## config.mk

```make
export PLATFORM = sky130hd
export DESIGN_NAME = spi_slave_crc_rx_flat
export DESIGN_NICKNAME = d
export VERILOG_FILES = /design/src/rtl/spi_slave_crc_rx_pkg.sv /design/src/rtl/spi_slave_crc_rx_if.sv /design/src/rtl/spi_slave_crc_rx_sync_edge.sv /design/src/rtl/spi_slave_crc_rx.sv /design/src/flat_wrapper.sv
export SDC_FILE = /design/constraint.sdc
export NUM_CORES = 1
export LEC_CHECK = 0
export CORE_MARGIN = 10
export CORE_UTILIZATION = 23
export CTS_BUF_LIST = sky130_fd_sc_hd__clkbuf_4 sky130_fd_sc_hd__clkbuf_8 sky130_fd_sc_hd__clkbuf_16
export DETAILED_ROUTE_END_ITERATION = 10
export GPL_TIMING_DRIVEN = 0
export PLACE_DENSITY = 0.41
export SLEW_MARGIN = 5
export SYNTH_ARGS = -nofsm -noshare
export SYNTH_HDL_FRONTEND = slang
export SYNTH_SLANG_ARGS = --single-unit
```

## constraint.sdc

```tcl
create_clock -name clk -period 2.1 [get_ports clk]
set_input_delay 0.315 -clock clk [delete_from_list [all_inputs] [get_ports clk]]
set_output_delay 0.315 -clock clk [all_outputs]
set_load 0.1 [all_outputs]
```

## src/rtl/spi_slave_crc_rx_pkg.sv

```systemverilog
// -----------------------------------------------------------------------------
// spi_crc_pkg
// Shared constants, FSM state type and the single long-division step used by
// the CRC-protected SPI receiver (spi_slave_crc_rx).
//
// Frame layout: 8 data bits followed by a 4-bit CRC (x^4+x+1), sent LSB first.
// After deserialization the frame word is {data[7:0], crc[3:0]}.
//
// Optional feature macro used by files importing this package:
//   SPI_RX_ERR_CNT_EN  adds the saturating err_cnt output.
// -----------------------------------------------------------------------------
package spi_crc_pkg;

  localparam logic [4:0] CRC_POLY   = 5'b10011;
  localparam int         FRAME_BITS = 12;
  localparam int         DATA_BITS  = 8;
  localparam int         CRC_BITS   = 4;

  typedef enum logic [2:0] {
    IDLE,
    SKIP,
    SHIFT,
    CHECK,
    REPORT
  } rx_state_t;

  // One step of polynomial long division over the whole frame word. When the
  // bit at position idx is set, the 5-bit polynomial is XORed in with its MSB
  // aligned to idx, which clears that bit. Running idx from 11 down to 4
  // leaves the remainder in bits [3:0].
  function automatic logic [FRAME_BITS-1:0] crc_step(
    input logic [FRAME_BITS-1:0] work,
    input logic [3:0]            idx
  );
    logic [FRAME_BITS-1:0] mask;
    mask = {{(FRAME_BITS-CRC_BITS-1){1'b0}}, CRC_POLY} << (idx - 4'(CRC_BITS));
    return work[idx] ? (work ^ mask) : work;
  endfunction

endpackage

```

## src/rtl/spi_slave_crc_rx_if.sv

```systemverilog
// -----------------------------------------------------------------------------
// spi_slave_crc_rx_if
// Bundles the SPI pins and the result/status signals of the CRC receiver.
//
// Signals:
//   sclk, cs, mosi   SPI pins (cs active low), driven by the SPI master side
//   dout[7:0]        received data byte
//   crc_rx[3:0]      received CRC field
//   valid            one-cycle pulse per checked frame
//   crc_ok           remainder was zero (qualified by valid)
//   crc_err          one-cycle pulse with valid when remainder nonzero
//   frame_err        one-cycle pulse on a bad bit count at cs rise
//   busy             receiver is not idle
//   err_cnt[7:0]     saturating error count (only with SPI_RX_ERR_CNT_EN)
//
// Modports:
//   slave   the receiver (spi_slave_crc_rx)
//   master  the side driving the pins and consuming the results
// -----------------------------------------------------------------------------
interface spi_slave_crc_rx_if;
  import spi_crc_pkg::*;

  logic                 sclk;
  logic                 cs;
  logic                 mosi;
  logic [DATA_BITS-1:0] dout;
  logic [CRC_BITS-1:0]  crc_rx;
  logic                 valid;
  logic                 crc_ok;
  logic                 crc_err;
  logic                 frame_err;
  logic                 busy;
`ifdef SPI_RX_ERR_CNT_EN
  logic [7:0]           err_cnt;
`endif

  modport slave (
    input  sclk, cs, mosi,
    output dout, crc_rx, valid, crc_ok, crc_err, frame_err,
`ifdef SPI_RX_ERR_CNT_EN
    output err_cnt,
`endif
    output busy
  );

  modport master (
    output sclk, cs, mosi,
    input  dout, crc_rx, valid, crc_ok, crc_err, frame_err,
`ifdef SPI_RX_ERR_CNT_EN
    input  err_cnt,
`endif
    input  busy
  );

endinterface

```

## src/rtl/spi_slave_crc_rx_sync_edge.sv

```systemverilog
// -----------------------------------------------------------------------------
// spi_sync_edge
// Brings one asynchronous pin into the clk domain through SYNC_STAGES flops
// and flags its rising and falling edges using one extra history flop.
//
// Parameters:
//   SYNC_STAGES  number of synchronizer flops (2 or 3)
// Ports:
//   clk   system clock
//   rst   synchronous active-high reset
//   din   asynchronous input pin
//   sync  synchronized level (last synchronizer stage)
//   rise  high for one clk when sync goes 0 -> 1
//   fall  high for one clk when sync goes 1 -> 0
// -----------------------------------------------------------------------------
module spi_sync_edge #(
  parameter int SYNC_STAGES = 2
) (
  input  logic clk,
  input  logic rst,
  input  logic din,
  output logic sync,
  output logic rise,
  output logic fall
);

  logic [SYNC_STAGES-1:0] stages;
  logic                   prev;

  // Synchronizer chain plus history flop. Clearing to 0 means a pin that is
  // high at reset release only ever produces a rise, never a spurious fall,
  // so a cs held low through reset cannot start a frame.
  always_ff @(posedge clk) begin
    if (rst) begin
      stages <= '0;
      prev   <= 1'b0;
    end else begin
      stages <= {stages[SYNC_STAGES-2:0], din};
      prev   <= stages[SYNC_STAGES-1];
    end
  end

  assign sync = stages[SYNC_STAGES-1];
  assign rise = sync & ~prev;
  assign fall = ~sync & prev;

endmodule

```

## src/rtl/spi_slave_crc_rx.sv

```systemverilog
// -----------------------------------------------------------------------------
// spi_slave_crc_rx
// SPI slave receiver for a 12-bit frame (8 data + 4-bit CRC, x^4+x+1, LSB
// first on mosi while cs is low). sclk, cs and mosi are oversampled in the clk
// domain; mosi is taken on each detected sclk falling edge, except the first
// one after cs falls, which is a dead edge. After cs rises with exactly 12
// bits the frame is divided by the polynomial one bit per clk (8 cycles) and
// the result is reported with a one-cycle valid pulse.
//
// Parameters:
//   SYNC_STAGES  synchronizer depth on sclk/cs/mosi (2 or 3); each sclk
//                half-period must be at least SYNC_STAGES+2 clk
// Ports:
//   clk   system clock
//   rst   synchronous active-high reset
//   bus   spi_slave_crc_rx_if.slave (pins in; dout, crc_rx, valid, crc_ok,
//         crc_err, frame_err, busy, optional err_cnt out)
//
// Optional feature: define SPI_RX_ERR_CNT_EN to add err_cnt, a saturating
// count of crc_err and frame_err pulses cleared only by rst.
// -----------------------------------------------------------------------------
module spi_slave_crc_rx
  import spi_crc_pkg::*;
#(
  parameter int SYNC_STAGES = 2
) (
  input  logic                  clk,
  input  logic                  rst,
  spi_slave_crc_rx_if.slave     bus
);

  logic sclk_sync, sclk_rise, sclk_fall;
  logic cs_sync, cs_rise, cs_fall;
  logic mosi_s, mosi_rise, mosi_fall;
  logic unused_edges;

  rx_state_t state_q, state_d;

  logic [FRAME_BITS-1:0] sr;
  logic [FRAME_BITS-1:0] work;
  logic [3:0]            bit_cnt;
  logic [2:0]            step_cnt;
  logic [3:0]            step_idx;

  logic clr_frame, shift_en, load_work, check_en, report, frame_err_set;

  logic [DATA_BITS-1:0] dout_q;
  logic [CRC_BITS-1:0]  crc_rx_q;
  logic                 valid_q, crc_ok_q, crc_err_q, frame_err_q;

  spi_sync_edge #(.SYNC_STAGES(SYNC_STAGES)) u_sync_sclk (
    .clk (clk), .rst (rst), .din (bus.sclk),
    .sync(sclk_sync), .rise(sclk_rise), .fall(sclk_fall)
  );

  spi_sync_edge #(.SYNC_STAGES(SYNC_STAGES)) u_sync_cs (
    .clk (clk), .rst (rst), .din (bus.cs),
    .sync(cs_sync), .rise(cs_rise), .fall(cs_fall)
  );

  spi_sync_edge #(.SYNC_STAGES(SYNC_STAGES)) u_sync_mosi (
    .clk (clk), .rst (rst), .din (bus.mosi),
    .sync(mosi_s), .rise(mosi_rise), .fall(mosi_fall)
  );

  // Only sclk falls, cs edges and the mosi level drive the receiver.
  assign unused_edges = ^{sclk_sync, sclk_rise, cs_sync, mosi_rise, mosi_fall};

  // Division runs from the frame MSB (bit 11) down to bit 4.
  assign step_idx = 4'(FRAME_BITS - 1) - {1'b0, step_cnt};

  // State register.
  always_ff @(posedge clk) begin
    if (rst) begin
      state_q <= IDLE;
    end else begin
      state_q <= state_d;
    end
  end

  // Next-state logic. A cs rise wins over a simultaneous sclk fall, and cs
  // edges in CHECK/REPORT are ignored because the master never starts a new
  // frame that soon.
  always_comb begin
    state_d = state_q;
    case (state_q)
      IDLE:    if (cs_fall) state_d = SKIP;
      SKIP: begin
        if (cs_rise)        state_d = IDLE;
        else if (sclk_fall) state_d = SHIFT;
      end
      SHIFT: begin
        if (cs_rise) state_d = (bit_cnt == 4'(FRAME_BITS)) ? CHECK : IDLE;
      end
      CHECK:   if (step_cnt == 3'(DATA_BITS - 1)) state_d = REPORT;
      REPORT:  state_d = IDLE;
      default: state_d = IDLE;
    endcase
  end

  // Output decode: datapath strobes and busy, all from the current state.
  always_comb begin
    clr_frame     = (state_q == IDLE) && cs_fall;
    shift_en      = (state_q == SHIFT) && sclk_fall && !cs_rise;
    load_work     = (state_q == SHIFT) && cs_rise && (bit_cnt == 4'(FRAME_BITS));
    frame_err_set = ((state_q == SHIFT) && cs_rise && (bit_cnt != 4'(FRAME_BITS)))
                  || ((state_q == SKIP) && cs_rise);
    check_en      = (state_q == CHECK);
    report        = (state_q == REPORT);
    bus.busy      = (state_q != IDLE);
  end

  // Deserializer. bit_cnt sticks at 13 so any overrun still reads as a bad
  // length when cs rises.
  always_ff @(posedge clk) begin
    if (rst) begin
      sr      <= '0;
      bit_cnt <= '0;
    end else if (clr_frame) begin
      sr      <= '0;
      bit_cnt <= '0;
    end else if (shift_en) begin
      sr <= {mosi_s, sr[FRAME_BITS-1:1]};
      if (bit_cnt != 4'(FRAME_BITS + 1)) begin
        bit_cnt <= bit_cnt + 4'd1;
      end
    end
  end

  // Serial CRC check: snapshot the frame, then one division step per clk.
  always_ff @(posedge clk) begin
    if (rst) begin
      work     <= '0;
      step_cnt <= '0;
    end else if (load_work) begin
      work     <= sr;
      step_cnt <= '0;
    end else if (check_en) begin
      work     <= crc_step(work, step_idx);
      step_cnt <= step_cnt + 3'd1;
    end
  end

  // Result registers. dout/crc_rx/crc_ok hold between frames; the three
  // status strobes are single-cycle pulses.
  always_ff @(posedge clk) begin
    if (rst) begin
      dout_q      <= '0;
      crc_rx_q    <= '0;
      crc_ok_q    <= 1'b0;
      valid_q     <= 1'b0;
      crc_err_q   <= 1'b0;
      frame_err_q <= 1'b0;
    end else begin
      valid_q     <= 1'b0;
      crc_err_q   <= 1'b0;
      frame_err_q <= frame_err_set;
      if (report) begin
        dout_q    <= sr[FRAME_BITS-1:CRC_BITS];
        crc_rx_q  <= sr[CRC_BITS-1:0];
        valid_q   <= 1'b1;
        crc_ok_q  <= (work[CRC_BITS-1:0] == '0);
        crc_err_q <= (work[CRC_BITS-1:0] != '0);
      end
    end
  end

  assign bus.dout      = dout_q;
  assign bus.crc_rx    = crc_rx_q;
  assign bus.valid     = valid_q;
  assign bus.crc_ok    = crc_ok_q;
  assign bus.crc_err   = crc_err_q;
  assign bus.frame_err = frame_err_q;

`ifdef SPI_RX_ERR_CNT_EN
  logic [7:0] err_cnt_q;

  // Saturating count of every error pulse; only rst clears it.
  always_ff @(posedge clk) begin
    if (rst) begin
      err_cnt_q <= '0;
    end else if ((crc_err_q || frame_err_q) && (err_cnt_q != 8'hFF)) begin
      err_cnt_q <= err_cnt_q + 8'd1;
    end
  end

  assign bus.err_cnt = err_cnt_q;
`endif

endmodule

```

## src/flat_wrapper.sv

```systemverilog
// flat-port wrapper written by rule: the top's interface ports become plain ports
module spi_slave_crc_rx_flat import spi_crc_pkg::*;
#(
  parameter int SYNC_STAGES = 2
)
  (clk, rst, bus_sclk, bus_cs, bus_mosi, bus_dout, bus_crc_rx, bus_valid, bus_crc_ok, bus_crc_err, bus_frame_err, bus_busy);
  spi_slave_crc_rx_if bus_i ();
  input  logic clk;
  input  logic rst;
  input wire logic [$bits(bus_i.sclk)-1:0] bus_sclk;
  input wire logic [$bits(bus_i.cs)-1:0] bus_cs;
  input wire logic [$bits(bus_i.mosi)-1:0] bus_mosi;
  output wire logic [$bits(bus_i.dout)-1:0] bus_dout;
  output wire logic [$bits(bus_i.crc_rx)-1:0] bus_crc_rx;
  output wire logic [$bits(bus_i.valid)-1:0] bus_valid;
  output wire logic [$bits(bus_i.crc_ok)-1:0] bus_crc_ok;
  output wire logic [$bits(bus_i.crc_err)-1:0] bus_crc_err;
  output wire logic [$bits(bus_i.frame_err)-1:0] bus_frame_err;
  output wire logic [$bits(bus_i.busy)-1:0] bus_busy;
  assign bus_i.sclk = bus_sclk;
  assign bus_i.cs = bus_cs;
  assign bus_i.mosi = bus_mosi;
  assign bus_dout = bus_i.dout;
  assign bus_crc_rx = bus_i.crc_rx;
  assign bus_valid = bus_i.valid;
  assign bus_crc_ok = bus_i.crc_ok;
  assign bus_crc_err = bus_i.crc_err;
  assign bus_frame_err = bus_i.frame_err;
  assign bus_busy = bus_i.busy;
  spi_slave_crc_rx #(.SYNC_STAGES(SYNC_STAGES)) u_core (.clk(clk), .rst(rst), .bus(bus_i));
endmodule
```

-- Word-level counts from Yosys, hierarchy flattened
Index checks and enable logic that the tools add are counted.
W data, S select, Z words.
- word-level logic and storage cells: 76
- bits in registers: 58
- shift operators: 1
- add/sub/neg operators: 4
- muxes and demuxes: 13
- magnitude comparators: 1
- bitwise logic cells: 8
- reduce and logical (&&, ||, !) cells: 21
- equality and inequality tests: 12
- operators by type and width (cell ; count):
    $mux W12 ; 3
    $mux W3 ; 5
    $pmux W3 S4 ; 1
    $shl A5 B4 Y12 const A ; 1
    $xor A12 B12 Y12 ; 1
    $ne A4 B4 Y1 const B ; 2
    $logic_and A1 B1 Y1 ; 7
    $eq A3 B2 Y1 const B ; 2
    $eq A3 B3 Y1 const B ; 2
    $reduce_or A2 Y1 ; 3
    $lt A4 B5 Y1 const B ; 1
    $add A4 B1 Y4 const B ; 1
    $bmux W1 S4 ; 1
    $eq A4 B4 Y1 const B ; 1
    $logic_not A4 Y1 ; 1
    $ne A2 B1 Y1 const B ; 2
    $not A1 Y1 ; 4
    $reduce_and A2 Y1 ; 2
    $reduce_and A4 Y1 ; 1
    $reduce_bool A2 Y1 ; 2
    $reduce_bool A4 Y1 ; 1
    $sub A4 B3 Y4 const A ; 1
    $sub A4 B3 Y4 const B ; 1
    $add A3 B1 Y3 const B ; 1
    other kinds (10) ; 13

-- Logic depth before layout (Yosys ltp)
- depth after elaboration: 7
- mapped depth: 8

-- Cells and area by module
From an unflattened synthesis, not the netlist that was laid out.
- cell total of the unflattened synthesis: 338
- area, all modules: 2834.0 um^2
- by module, submodules not included (module ; cells each ; area an instance (um^2) ; instances):
    spi_slave_crc_rx ; 314 ; 2560.0 ; 1
    spi_sync_edge ; 8 ; 91.3 ; 3

-- Worst setup path before layout
OpenSTA, ideal clock, no wires.
- path type: reg2reg
- from: register u_core.step_cnt[0]
- to: register u_core.work[8]
- required time: 2.020 ns
- cell stages (with the launch flop): 8
- clock period less this slack: 1.648 ns
- data arrival time: 1.567 ns
- path slack: 0.452 ns
- buffers on the path: 1
- cells stage by stage: dfxtp_1 -> buf_2 -> inv_1 -> ha_1 -> nor3_1 -> o21ai_0 -> xor2_1 -> a211oi_2
- cells in the longest elaborated chain, start to end: 7
- elaborated cells between the ends (all ways): 11
- RTL lines (element ; line ; source):
    start: declaration ; spi_slave_crc_rx.sv:42 ; logic [2:0] step_cnt;
    start signal: assignment ; spi_slave_crc_rx.sv:140 ; step_cnt <= step_cnt + 3'd1;
    $sub A4 B3 Y4 (*) ; spi_slave_crc_rx.sv:70 ; assign step_idx = 4'(FRAME_BITS - 1) - {1'b0, step_cnt};
    named net u_core.step_idx[0] ; spi_slave_crc_rx.sv:43 ; logic [3:0] step_idx;
    $sub A4 B3 Y4 ; spi_slave_crc_rx_pkg.sv:36 ; mask = {{(FRAME_BITS-CRC_BITS-1){1'b0}}, CRC_POLY} << (idx - 4'(CRC_BITS));
    $shl A5 B4 Y12 ; spi_slave_crc_rx_pkg.sv:36 ;
    $xor A12 B12 Y12 ; spi_slave_crc_rx_pkg.sv:37 ; return work[idx] ? (work ^ mask) : work;
    $mux W12 ; spi_slave_crc_rx_pkg.sv:37 ;
    $mux W12 ; spi_slave_crc_rx.sv:138 ; end else if (check_en) begin
    $mux W12 ; spi_slave_crc_rx.sv:135 ; end else if (load_work) begin
    end signal: assignment ; spi_slave_crc_rx.sv:136 ; work <= sr;
    end signal: assignment ; spi_slave_crc_rx.sv:139 ; work <= crc_step(work, step_idx);
    end: declaration ; spi_slave_crc_rx.sv:40 ; logic [FRAME_BITS-1:0] work;
Mark *: on every way through the listed nets, which the timed path passes. The rest lies on a longest branch. The select of a mux whose other input is x is not followed.
A chain may end at the register's enable or synchronous reset.

-- Worst setup path after layout
- from: register u_core.valid_q, in the netlist u_core.bus.valid
- to: output port bus_valid
- RTL lines (element ; line ; source):
    start: declaration ; spi_slave_crc_rx.sv:49 ; logic valid_q, crc_ok_q, crc_err_q, frame_err_q;
    start signal: assignment ; spi_slave_crc_rx.sv:151 ; valid_q <= 1'b0;
    start signal: assignment ; spi_slave_crc_rx.sv:155 ; valid_q <= 1'b0;
    start signal: assignment ; spi_slave_crc_rx.sv:161 ; valid_q <= 1'b1;
    end: declaration ; flat_wrapper.sv:15 ; output wire logic [$bits(bus_i.valid)-1:0] bus_valid;
No word-level cell between the ends.

==> impl_metrics.ini <==
[hold_path]
min_path_type = input port to flop
whs_endpoint = u_core.u_sync_sclk.stages[1]
hold_depth = 2
hold_start = rst

[synth]
synth_cell_types = 41
synth_edf_count = 0
yosysTopAreaCellShare = 0.431
synth-seq-cells = 58
ys.warnings.count = 0
syn_area_um2 = 2700
syn-num-nets = 309
postSynthCellCount = 296
async_flop_share = 0
yosysMostFrequentCell = dfxtp_1
synth_flop_cell = dfxtp_1
synthTopCellsByCount = dfxtp_1, nor2_1, nand2_1
yosysSeqAreaShare = 0.431
synth_area_leaders = dfxtp_1, mux2i_1, a211oi_2
syn_avg_cell_area_um2 = 9.11
yosys.area.top_type = dfxtp_1

[critical_path]
worstSetupPathType = flop to output pin
critPathTopFamily = buffers and inverters
r2r-end = u_core.work[8]
end_kind = output pin
critPathRequiredTime_ps = 1780
ff2ff_setup_slack_ps = 200
cpPeakStageDelay_ps = 1120
crit_chain = clkdlybuf4s50_1
crit_arrival_ps = 1740
critical_path_buf_inv_count = 1
slowest_stage = clkdlybuf4s50_1
r2r_cells = 7
startpoint_type = flop
r2r_start = u_core.step_cnt[0]
critPathMaxFanout = 1

[sta]
slew_viol_final = 0
worst_slew_pin_slew_ps = 972
rsz0062_at_grt = no
whs_ps = 353
fin_skew_ps = 4.65
finalCritPeriodShare = 0.980
setup_viol = 0
relSlewSlack = 0.351
period_minus_slack_ps = 2060
hold_viol = 0
fmaxAchievable_ghz = 0.486

[global_route]
grt_pass1_wl_um = 11000
gr-total-overflow = 0
grt_max_degree = 11
antenna_found_initial = 0
grt_pass1_vias = 2094
grtUsageTotal = 0.0846

[routing]
ant_nets = 0
wirelength_um = 6510
drc = 0
avgViaCountPerCell = 4.38
avgRoutedWirePerCell_um = 13.7
drt-initial-drc-count = 129
via_count = 2079
first_pass_iters = 4

[final_layout]
drive_above_1_share = 0.148
nets = 340
diodes = 0
syn_to_final_growth_pct = 25.0

[status]
outcome = finished clean

[power]
ir_drop_uv = 330
total_power_mw = 2.67
p_leak_nw = 1.37
powerDensity_nw_per_um2 = 794

[cts]
root_buffer = clkbuf_16
cts_tree = built
clock_tree.buffer_depth = 2
clk_latency_ps = 320
h-tree-depth = 3
clock_sinks = 58
cts_buffers = 9
cts_setup_buffers = 0
clkTransAtPathRegs_ps = 50

[floorplan]
initial_utilization = 0.235
dieArea_um2 = 16500
ioPinCount = 22
die_x_um = 128
rows = 39
die_h_um = 128
core_region_area_um2 = 11500

[placed_design]
dp_hpwl_um = 4750
place.gp.congestion = 0.792
numPortBuffers = 20

[job]
drv_cap = 0
metal layers:
| metal | track usage | wire [µm] | vias to the layer above |
|---|---|---|---|
| li1 | - | - | 1072 |
| met1 | 0.105 | 3170 | 974 |
| met2 | 0.128 | 3000 | 21 |
| met3 | 0.0269 | 198 | 12 |
| met4 | 0.0430 | 140 | 0 |
| met5 | 0 | 0 | - |
how the worst max path moves through the flow:
stage / from / to / slack, ps / cells after the start
2_1_floorplan: u_core.step_cnt[0] / u_core.work[8] / 450 / 7
3_3_place_gp: u_core.state_q[1] / bus_busy / -180 / 3
3_5_place_dp: u_core.state_q[1] / bus_busy / -180 / 3
4_1_cts: u_core.bus.crc_err / bus_crc_err / 3 / 1
5_1_grt: u_core.bus.valid / bus_valid / 0.3 / 1
6_report: u_core.bus.valid / bus_valid / 40 / 1
what timing repair did:
item	in CTS	in global routing
hold buffers	0	0
resized for setup	16	4
endpoints found under the setup margin	14	3
logic make-up after synthesis:
kind of cell,synth area share
AND/OR/NAND/NOR,0.198
AO/OA/AOI/OAI,0.155
flip-flops,0.431
buffers and inverters,0.0557
multiplexers,0.0742
XOR/XNOR,0.0487
adder cells (fa/ha/maj),0.0371
stage by stage:
| stage | cells | setup TNS, ps | setup WS (ps) | cell area, µm² | utilization |
|---|---|---|---|---|---|
| 2_1_floorplan | 296 | 0 | 452 | 2700 | - |
| 3_3_place_gp | 459 | -177 | -177 | 3080 | 0.268 |
| 3_5_place_dp | 459 | -178 | -178 | 3080 | 0.268 |
| 4_1_cts | 475 | 0 | 2.65 | 3370 | 0.294 |
| 5_1_grt | 475 | 0 | 0.342 | 3370 | 0.294 |
| 6_report | 475 | 0 | 41.6 | 3370 | 0.294 |
placed cells by master (no fill, tap or decap), types with 2 or more instances in the layout:
| master | n |
|---|---|
| dfxtp_1 | 58 |
| nor2_1 | 35 |
| nand2_1 | 34 |
| a21oi_1 | 21 |
| mux2i_1 | 20 |
| xor2_1 | 13 |
| dlygate4sd2_1 | 13 |
| a211oi_2 | 12 |
| o21ai_0 | 11 |
| nor2b_1 | 10 |
| clkbuf_16 | 9 |
| nor3_1 | 8 |
| ha_1 | 8 |
| buf_2 | 7 |
| clkbuf_1 | 7 |
| inv_1 | 6 |
| buf_6 | 5 |
| or3_1 | 4 |
| o21ai_1 | 4 |
| clkdlybuf4s50_1 | 4 |
| nand2b_1 | 3 |
| nand3_1 | 3 |
| nor3b_1 | 3 |
| o22ai_2 | 2 |
| xnor2_1 | 2 |
| and3_1 | 2 |
| o21a_1 | 2 |
| clkbuf_8 | 2 |
| clkinvlp_4 | 2 |
| dlymetal6s2s_1 | 2 |
power by group:
| group | internal [mW] | leakage (nW) | switching, mW | total [mW] |
|---|---|---|---|---|
| Sequential | 1.11 | 0.468 | 0.00424 | 1.11 |
| Clock | 0.993 | 0.148 | 0.511 | 1.50 |
| Combinational | 0.0172 | 0.755 | 0.0397 | 0.0569 |
| Total | 2.12 | 1.37 | 0.555 | 2.67 |
sequential cells by signal (all words and copies together) (netlist names), 3 cells and up:
register and flops:
u_core.bus.dout 8, u_core.bus.crc_rx 4, u_core.sr 12, u_core.step_cnt 3
u_core.state_q 3, u_core.bit_cnt 4, u_core.work 12
layout make-up:
| class | instances | area, µm² |
|---|---|---|
| plain buffers | 20 | 124 |
| clock buffers | 12 | 260 |
| clock inverters | 4 | 50.0 |
| fillers | 1216 | 8100 |
| inverters | 7 | 26.3 |
| multi-input cells | 211 | 1390 |
| flip-flops and latches | 58 | 1160 |
| well taps | 143 | 179 |
| repair buffers | 20 | 184 |
Power figures use the tool's default switching activity.
